## src/rtl/lsq.sv

```systemverilog
// Load/store queue: program-order buffer of memory ops with CDB operand snooping, single outstanding access.
// Optional LSQ_MMIO_EN: head loads at/above MMIO_BASE wait until they are the ROB head.
module lsq #(
    parameter int          DEPTH     = 8,
    parameter int          ROB_W     = 4,
    parameter int          CDB_N     = 2,
    parameter logic [31:0] MMIO_BASE = 32'h0003_0000
) (
    input  logic                   clk_in,
    input  logic                   rst_in,
    input  logic                   rdy_in,
    input  logic                   clear,
    output logic                   full,
    input  logic                   dec_valid,
    input  logic [3:0]             dec_type,
    input  logic [31:0]            dec_vj,
    input  logic [31:0]            dec_vk,
    input  logic                   dec_dj,
    input  logic                   dec_dk,
    input  logic [ROB_W-1:0]       dec_qj,
    input  logic [ROB_W-1:0]       dec_qk,
    input  logic [31:0]            dec_imm,
    input  logic [ROB_W-1:0]       dec_rob_id,
    input  logic [CDB_N-1:0]       cdb_valid,
    input  logic [CDB_N*ROB_W-1:0] cdb_rob_id,
    input  logic [CDB_N*32-1:0]    cdb_value,
    input  logic                   rob_commit,
    input  logic [ROB_W-1:0]       rob_commit_id,
    input  logic [ROB_W-1:0]       rob_head_id,
    output logic                   mem_req,
    output logic [31:0]            mem_addr,
    output logic [31:0]            mem_wdata,
    output logic [3:0]             mem_type,
    input  logic                   mem_done,
    input  logic [31:0]            mem_rdata,
    output logic                   out_valid,
    output logic [ROB_W-1:0]       out_rob_id,
    output logic [31:0]            out_value
);

    localparam int AW = $clog2(DEPTH);

    typedef enum logic {IDLE, REQ} state_t;
    state_t state_q, state_d;

    logic [3:0]       type_q   [DEPTH];
    logic [3:0]       type_d   [DEPTH];
    logic [31:0]      vj_q     [DEPTH];
    logic [31:0]      vj_d     [DEPTH];
    logic [31:0]      vk_q     [DEPTH];
    logic [31:0]      vk_d     [DEPTH];
    logic [ROB_W-1:0] qj_q     [DEPTH];
    logic [ROB_W-1:0] qj_d     [DEPTH];
    logic [ROB_W-1:0] qk_q     [DEPTH];
    logic [ROB_W-1:0] qk_d     [DEPTH];
    logic [31:0]      imm_q    [DEPTH];
    logic [31:0]      imm_d    [DEPTH];
    logic [ROB_W-1:0] rob_id_q [DEPTH];
    logic [ROB_W-1:0] rob_id_d [DEPTH];
    logic [DEPTH-1:0] dj_q, dj_d, dk_q, dk_d, committed_q, committed_d;

    logic [AW-1:0]    head_q, head_d, tail_q, tail_d;
    logic [AW:0]      count_q, count_d, ncommit_q, ncommit_d;

    logic             mem_req_unused;
    logic [31:0]      mem_addr_q, mem_addr_d, mem_wdata_q, mem_wdata_d;
    logic [3:0]       mem_type_q, mem_type_d;
    logic             out_valid_q, out_valid_d;
    logic [ROB_W-1:0] out_rob_id_q, out_rob_id_d;
    logic [31:0]      out_value_q, out_value_d;

    logic [DEPTH-1:0] live;
    logic [AW-1:0]    off;
    logic [31:0]      head_addr, cap_vj, cap_vk;
    logic             head_is_store, head_ok, head_is_io, head_elig;
    logic             cap_dj, cap_dk;
    logic             issue, abandon, done, pop, bcast, enq;

    assign full = (count_q == (AW+1)'(DEPTH));

    // An entry is live when its distance from head is below count.
    always_comb begin
        live = '0;
        off  = '0;
        for (int i = 0; i < DEPTH; i++) begin
            off     = AW'(i) - head_q;
            live[i] = ({1'b0, off} < count_q);
        end
    end

    assign head_addr     = vj_q[head_q] + imm_q[head_q];
    assign head_is_store = type_q[head_q][3];
    assign head_is_io    = (head_addr >= MMIO_BASE);
    assign head_ok       = (count_q != '0) && !dj_q[head_q] &&
                           (!head_is_store || (!dk_q[head_q] && committed_q[head_q]));

`ifdef LSQ_MMIO_EN
    assign head_elig = head_ok &&
                       (head_is_store || !head_is_io || (rob_head_id == rob_id_q[head_q]));
`else
    logic unused_mmio;
    assign head_elig   = head_ok;
    assign unused_mmio = head_is_io ^ (^rob_head_id);
`endif

    always_ff @(posedge clk_in or posedge rst_in) begin
        if (rst_in)      state_q <= IDLE;
        else if (rdy_in) state_q <= state_d;
    end

    always_comb begin
        state_d = state_q;
        case (state_q)
            IDLE: if (issue) state_d = REQ;
            REQ:  if (abandon || done) state_d = IDLE;
            default: state_d = IDLE;
        endcase
    end

    // A store in REQ is always committed, so only loads are abandoned on flush.
    always_comb begin
        issue   = (state_q == IDLE) && head_elig && !clear;
        abandon = (state_q == REQ) && clear && !head_is_store;
        done    = (state_q == REQ) && mem_done && !abandon;
        pop     = done;
        bcast   = done && !head_is_store && !clear;
    end

    assign mem_req        = (state_q == REQ);
    assign mem_req_unused = 1'b0;

    // Operand capture at enqueue; lowest bus index has the final word.
    always_comb begin
        cap_vj = dec_vj;
        cap_dj = dec_dj;
        cap_vk = dec_vk;
        cap_dk = dec_dk;
        for (int b = CDB_N-1; b >= 0; b--) begin
            if (dec_dj && cdb_valid[b] && cdb_rob_id[b*ROB_W +: ROB_W] == dec_qj) begin
                cap_vj = cdb_value[b*32 +: 32];
                cap_dj = 1'b0;
            end
            if (dec_dk && cdb_valid[b] && cdb_rob_id[b*ROB_W +: ROB_W] == dec_qk) begin
                cap_vk = cdb_value[b*32 +: 32];
                cap_dk = 1'b0;
            end
        end
    end

    always_comb begin
        type_d      = type_q;
        vj_d        = vj_q;
        vk_d        = vk_q;
        qj_d        = qj_q;
        qk_d        = qk_q;
        imm_d       = imm_q;
        rob_id_d    = rob_id_q;
        dj_d        = dj_q;
        dk_d        = dk_q;
        committed_d = committed_q;

        enq       = dec_valid && !full && !clear;
        ncommit_d = ncommit_q + (AW+1)'(rob_commit) - (AW+1)'(pop && head_is_store);
        head_d    = head_q + AW'(pop);
        if (clear) begin
            tail_d  = head_d + ncommit_d[AW-1:0];
            count_d = ncommit_d;
        end else begin
            tail_d  = tail_q + AW'(enq);
            count_d = count_q + (AW+1)'(enq) - (AW+1)'(pop);
        end

        for (int i = 0; i < DEPTH; i++) begin
            for (int b = CDB_N-1; b >= 0; b--) begin
                if (live[i] && cdb_valid[b] && cdb_rob_id[b*ROB_W +: ROB_W] == qj_q[i] && dj_q[i]) begin
                    vj_d[i] = cdb_value[b*32 +: 32];
                    dj_d[i] = 1'b0;
                end
                if (live[i] && cdb_valid[b] && cdb_rob_id[b*ROB_W +: ROB_W] == qk_q[i] && dk_q[i]) begin
                    vk_d[i] = cdb_value[b*32 +: 32];
                    dk_d[i] = 1'b0;
                end
            end
            if (live[i] && rob_commit && rob_id_q[i] == rob_commit_id)
                committed_d[i] = 1'b1;
        end

        if (enq) begin
            type_d[tail_q]      = dec_type;
            vj_d[tail_q]        = cap_vj;
            vk_d[tail_q]        = cap_vk;
            dj_d[tail_q]        = cap_dj;
            dk_d[tail_q]        = cap_dk;
            qj_d[tail_q]        = dec_qj;
            qk_d[tail_q]        = dec_qk;
            imm_d[tail_q]       = dec_imm;
            rob_id_d[tail_q]    = dec_rob_id;
            committed_d[tail_q] = 1'b0;
        end

        mem_addr_d   = issue ? head_addr      : mem_addr_q;
        mem_wdata_d  = issue ? vk_q[head_q]   : mem_wdata_q;
        mem_type_d   = issue ? type_q[head_q] : mem_type_q;
        out_valid_d  = bcast;
        out_rob_id_d = bcast ? rob_id_q[head_q] : out_rob_id_q;
        out_value_d  = bcast ? mem_rdata        : out_value_q;
    end

    always_ff @(posedge clk_in or posedge rst_in) begin
        if (rst_in) begin
            for (int i = 0; i < DEPTH; i++) begin
                type_q[i]   <= '0;
                vj_q[i]     <= '0;
                vk_q[i]     <= '0;
                qj_q[i]     <= '0;
                qk_q[i]     <= '0;
                imm_q[i]    <= '0;
                rob_id_q[i] <= '0;
            end
            dj_q         <= '0;
            dk_q         <= '0;
            committed_q  <= '0;
            head_q       <= '0;
            tail_q       <= '0;
            count_q      <= '0;
            ncommit_q    <= '0;
            mem_addr_q   <= '0;
            mem_wdata_q  <= '0;
            mem_type_q   <= '0;
            out_valid_q  <= 1'b0;
            out_rob_id_q <= '0;
            out_value_q  <= '0;
        end else if (rdy_in) begin
            type_q       <= type_d;
            vj_q         <= vj_d;
            vk_q         <= vk_d;
            qj_q         <= qj_d;
            qk_q         <= qk_d;
            imm_q        <= imm_d;
            rob_id_q     <= rob_id_d;
            dj_q         <= dj_d;
            dk_q         <= dk_d;
            committed_q  <= committed_d;
            head_q       <= head_d;
            tail_q       <= tail_d;
            count_q      <= count_d;
            ncommit_q    <= ncommit_d;
            mem_addr_q   <= mem_addr_d;
            mem_wdata_q  <= mem_wdata_d;
            mem_type_q   <= mem_type_d;
            out_valid_q  <= out_valid_d;
            out_rob_id_q <= out_rob_id_d;
            out_value_q  <= out_value_d;
        end
    end

    assign mem_addr   = mem_addr_q;
    assign mem_wdata  = mem_wdata_q;
    assign mem_type   = mem_type_q;
    assign out_valid  = out_valid_q;
    assign out_rob_id = out_rob_id_q;
    assign out_value  = out_value_q;

endmodule

```

## config.mk

```make
export PLATFORM = sky130hd
export DESIGN_NAME = lsq
export DESIGN_NICKNAME = d
export VERILOG_FILES = /design/src/rtl/lsq.sv
export SDC_FILE = /design/constraint.sdc
export NUM_CORES = 2
export LEC_CHECK = 0
export ABC_AREA = 1
export CAP_MARGIN = 20
export CELL_PAD_IN_SITES_DETAIL_PLACEMENT = 0
export CELL_PAD_IN_SITES_GLOBAL_PLACEMENT = 2
export CORE_MARGIN = 1
export CORE_UTILIZATION = 34
export DETAILED_ROUTE_END_ITERATION = 6
export HOLD_SLACK_MARGIN = 0.03
export PLACE_DENSITY_LB_ADDON = 0.12
export SLEW_MARGIN = 20
export SYNTH_ARGS = -nofsm -noshare
export SYNTH_HDL_FRONTEND = slang
export SYNTH_SLANG_ARGS = --single-unit
```

## constraint.sdc

```tcl
create_clock -name clk_in -period 40.8 [get_ports clk_in]
set_input_delay 8.16 -clock clk_in [delete_from_list [all_inputs] [get_ports clk_in]]
set_output_delay 8.16 -clock clk_in [all_outputs]
set_load 0.01 [all_outputs]
```

==> impl_metrics.yaml <==
routing:
  final_antenna_net_count: 0
  dr_total_vias: 83540
  detail_route.first_pass.iterations: 7
  route.detailed.vias_per_inst: 5.543
  wl_mm: 400.5
  routed_len_inst_um: 26.57
  remaining_drc_errors: 0
  drt_first_iter_violations: 9841
setup_path:
  timing.critical_path.to: "vj_q[60]$_DFFE_PP0P_"
  worstSetupEndpointType: "flip-flop"
  cell_count_of_the_worst_reg_to_reg_path: 15
  reg2reg_slack_ns: 34.85
  worstReg2RegEnd: "mem_addr[21]$_DFFE_PP0P_"
  worst-endpoint-required_ns: 41.52
  crit_start: "cdb_rob_id[0]"
  critical_path_depth: 15
  critical_path_class: "input pin to flip-flop"
  crit_buf_inv: 6
  cpLargestDelayFamily: "buffers and inverters"
  critical-path-max-stage-delay_ns: 0.70
  crit-reg2reg-launch: "head_q[0]$_DFFE_PP0P_"
  crit_path_top_delay_cell: "buf_4"
  top_cell_by_count_worst_path: "nand2_1"
  path_cells: "clkdlybuf4s50_1, buf_4, inv_1, nand2_1, o211ai_1, nor2_4, buf_4, nand2_2, buf_4, nand3_1, nand3_1, nand2_1, inv_1, nand2_1, nand2_1"
  arrival_time_worst_endpoint_ns: 12.36
  crit_path_max_fanout: 33
  critical_path.startpoint_type: "input pin"
cts:
  post_cts_buffers: 0
  cts.root.buffer_cell: "clkbuf_16"
  cts_hold_buf: 0
  clkLatencyLatePin_ns: 0.84
  max-clock-path-buffers: 3
  post_cts_resized: 0
  clk_pin_slew_ns: 0.06
  cts_tree: "built"
  htreeDepth: 4
  clkSinkCount: 1040
  cts_inserted_buffers: 145
synth:
  synthDominantCellAreaShare_pct: 34.55
  synth_largest_area_cell: "dfrtp_1"
  synthesis.area_mm2: 0.07531
  synth.top_cells.by_area: "dfrtp_1 (35%), nand2_1 (22%), nand3_1 (12%)"
  postSynth.topFlopCell: "dfrtp_1"
  synth_cells: 12140
  synth_edf_count: 0
  synth_common_cells: "nand2_1 (4343), nand3_1 (1804), inv_1 (1636)"
  async_flop_share_pct: 100.0
  synth_nets: 12440
  ys_seq_elements: 1040
  synth.most_common_cell: "nand2_1"
  synth_sequential_area_ratio_pct: 34.55
  yosysUniqueCellTypes: 43
  syn-mean-instance-area_um2: 6.205
  synth_warnings: 0
timing:
  period_share_pct: 28.52
  hold_viol_final: 0
  worst_slew_margin_relative_to_its_limit_pct: 17.02
  unrepaired_setup_endpoints_after_global_routing: "false"
  fin_tns_setup_ns: 0
  fmaxAchievable_mhz: 85.95
  tightestPinTransition_ns: 1.243
  clock_skew_ns: 0.03858
  final.setup.worst_slack_ns: 29.17
  period_minus_ws_final_ns: 11.63
  slew_viol_final: 0
  report.final.setup_viol: 0
job:
  number_of_maximum_capacitance_constraint_violations: 0
cells_and_area:
  design.final.nets: 12300
  finish.instance_area_mm2: 0.08580
  utilization_pct: 39.01
  area_delta_synth_final_pct: 13.92
  nFillCells: 23840
  layout-drive-gt1-share_pct: 5.280
placement:
  dp_slack_ns: 28.52
  place.port_buffers: 337
  hpwl_mm: 234.1
  postPlaceCellArea_mm2: 0.08080
  gp_congestion: 0.8752
global_routing:
  residual_overflow_from_global_routing: 0
  grt_pass1_vias: 78300
  grt_max_degree: 125
  grt_antenna_before_repair: 22
  grt_first_pass_wirelength_mm: 570.1
  grt_usage_pct: 35.00
floorplan:
  fp.dieArea_mm2: 0.2234
  dieWidth_um: 472.7
  num_rows: 172
  design.portCount: 342
  initial_utilization_pct: 34.24
  die_y_um: 472.7
  core_area_mm2: 0.2199
power_and_ir_drop:
  power_per_cell_area_mw_per_mm2: 74.99
  ir_drop_mv: 0.04653
  total_leakage_power_nw: 45.84
run_status:
  status: "finished, final reports clean"
min_path:
  min_path_type: "flip-flop to flip-flop"
==> cells in the final DEF (no fill, tap or decap), types with 12 or more instances in the layout <==
cell	Yosys	routed
buf_4	21	231
nand3_2	58	58
clkinv_1	64	62
o211ai_1	122	122
o21ai_1	70	70
o21ai_0	892	892
clkinv_16	0	12
inv_2	26	23
clkbuf_8	0	24
ha_1	60	60
dfrtp_1	1040	1028
xor2_1	100	100
nand2_1	4343	4326
nor2_4	3	45
clkbuf_1	463	33
clkinv_2	0	27
inv_1	1636	1632
nand4_1	50	50
xnor2_1	49	49
clkbuf_16	0	145
a21oi_1	536	536
nand2_2	3	13
nor2_1	243	235
o2111ai_1	67	67
nor3_1	15	15
clkdlybuf4s50_1	0	336
nand3_1	1804	1802
==> layout make-up <==
cell class,count,area (um2),area share [%]
repair buffers,571,5172,6.028
multi-input cells,8513,39400,45.91
inverters,1726,6511,7.589
flip-flops and latches,1040,26040,30.35
clock inverters,51,870.8,1.015
diodes,10,25.02,0.02917
clock buffers,202,4083,4.758
well taps,2958,3701,4.314
==> state kept, by name, indices dropped and copies added (netlist names), 3 cells and up <==
signal       count
imm_q          256
vj_q           256
vk_q           256
mem_addr        32
mem_wdata       32
out_value       32
qj_q            32
qk_q            32
rob_id_q        32
type_q          32
committed_q      8
dj_q             8
dk_q             8
count_q          4
mem_type         4
ncommit_q        4
out_rob_id       4
head_q           3
tail_q           3
==> worst min-delay path by stage <==
stage,startpoint,end,slack (ns),cells after the start
2_1_floorplan,imm_q[159]$_DFFE_PP0P_,imm_q[159]$_DFFE_PP0P_,0.45,2
3_3_place_gp,mem_wdata[6]$_DFFE_PP0P_,mem_wdata[6]$_DFFE_PP0P_,0.45,2
3_5_place_dp,mem_wdata[6]$_DFFE_PP0P_,mem_wdata[6]$_DFFE_PP0P_,0.46,2
4_1_cts,mem_wdata[15]$_DFFE_PP0P_,mem_wdata[15]$_DFFE_PP0P_,0.47,2
5_1_grt,out_value[13]$_DFFE_PP0P_,out_value[13]$_DFFE_PP0P_,0.49,2
6_report,mem_wdata[15]$_DFFE_PP0P_,mem_wdata[15]$_DFFE_PP0P_,0.47,2
==> worst reg2reg max path, stage by stage, from the launching register on <==
cell and delay (ns):
dfrtp_4 0.73, buf_4 0.68, buf_4 0.91, buf_4 0.85
o21ai_0 0.27, o2111ai_1 0.74, ha_1 0.46, a21oi_1 0.23
o21ai_0 0.18, inv_1 0.08, nand2_1 0.10, inv_1 0.09
nand3_1 0.21, nand2_1 0.12, nand2_1 0.05, o21ai_0 0.17
==> per-stage QoR <==
step / hold slack [ns] / cells / power (W)
final: 0.4681 / 15070 / 0.006434
after global routing: 0.4882 / 15060 / 0.006886
after CTS: 0.4716 / 15060 / 0.006404
after detailed placement: 0.4575 / 14810 / 0.005026
after global placement: 0.4539 / 14810 / 0.004990
after floorplan: 0.4478 / 12140 / 0.003791
==> metal layers <==
metal | wire (um) | up-vias | track usage [%]
li1 | - | 37940 | -
met1 | 169300 | 40220 | 47.04
met2 | 174200 | 4459 | 54.07
met3 | 37360 | 906 | 6.735
met4 | 19550 | 20 | 15.99
met5 | 126 | - | 0
==> cells by family after synthesis <==
kind of cell,share of synthesized area [%]
buf+inv,13.60
xor+xnor,1.733
compound gates,12.32
simple gates,36.70
flops,34.55
fa+ha+maj,1.103
==> power by group <==
part | internal (W) | leakage [nW] | switching [W]
sequential | 0.00149 | 13.4 | 0.000328
combinational | 0.000982 | 30.1 | 0.00227
clock | 0.000778 | 2.41 | 0.000578
No activity file was read; power rests on OpenSTA's default activity.
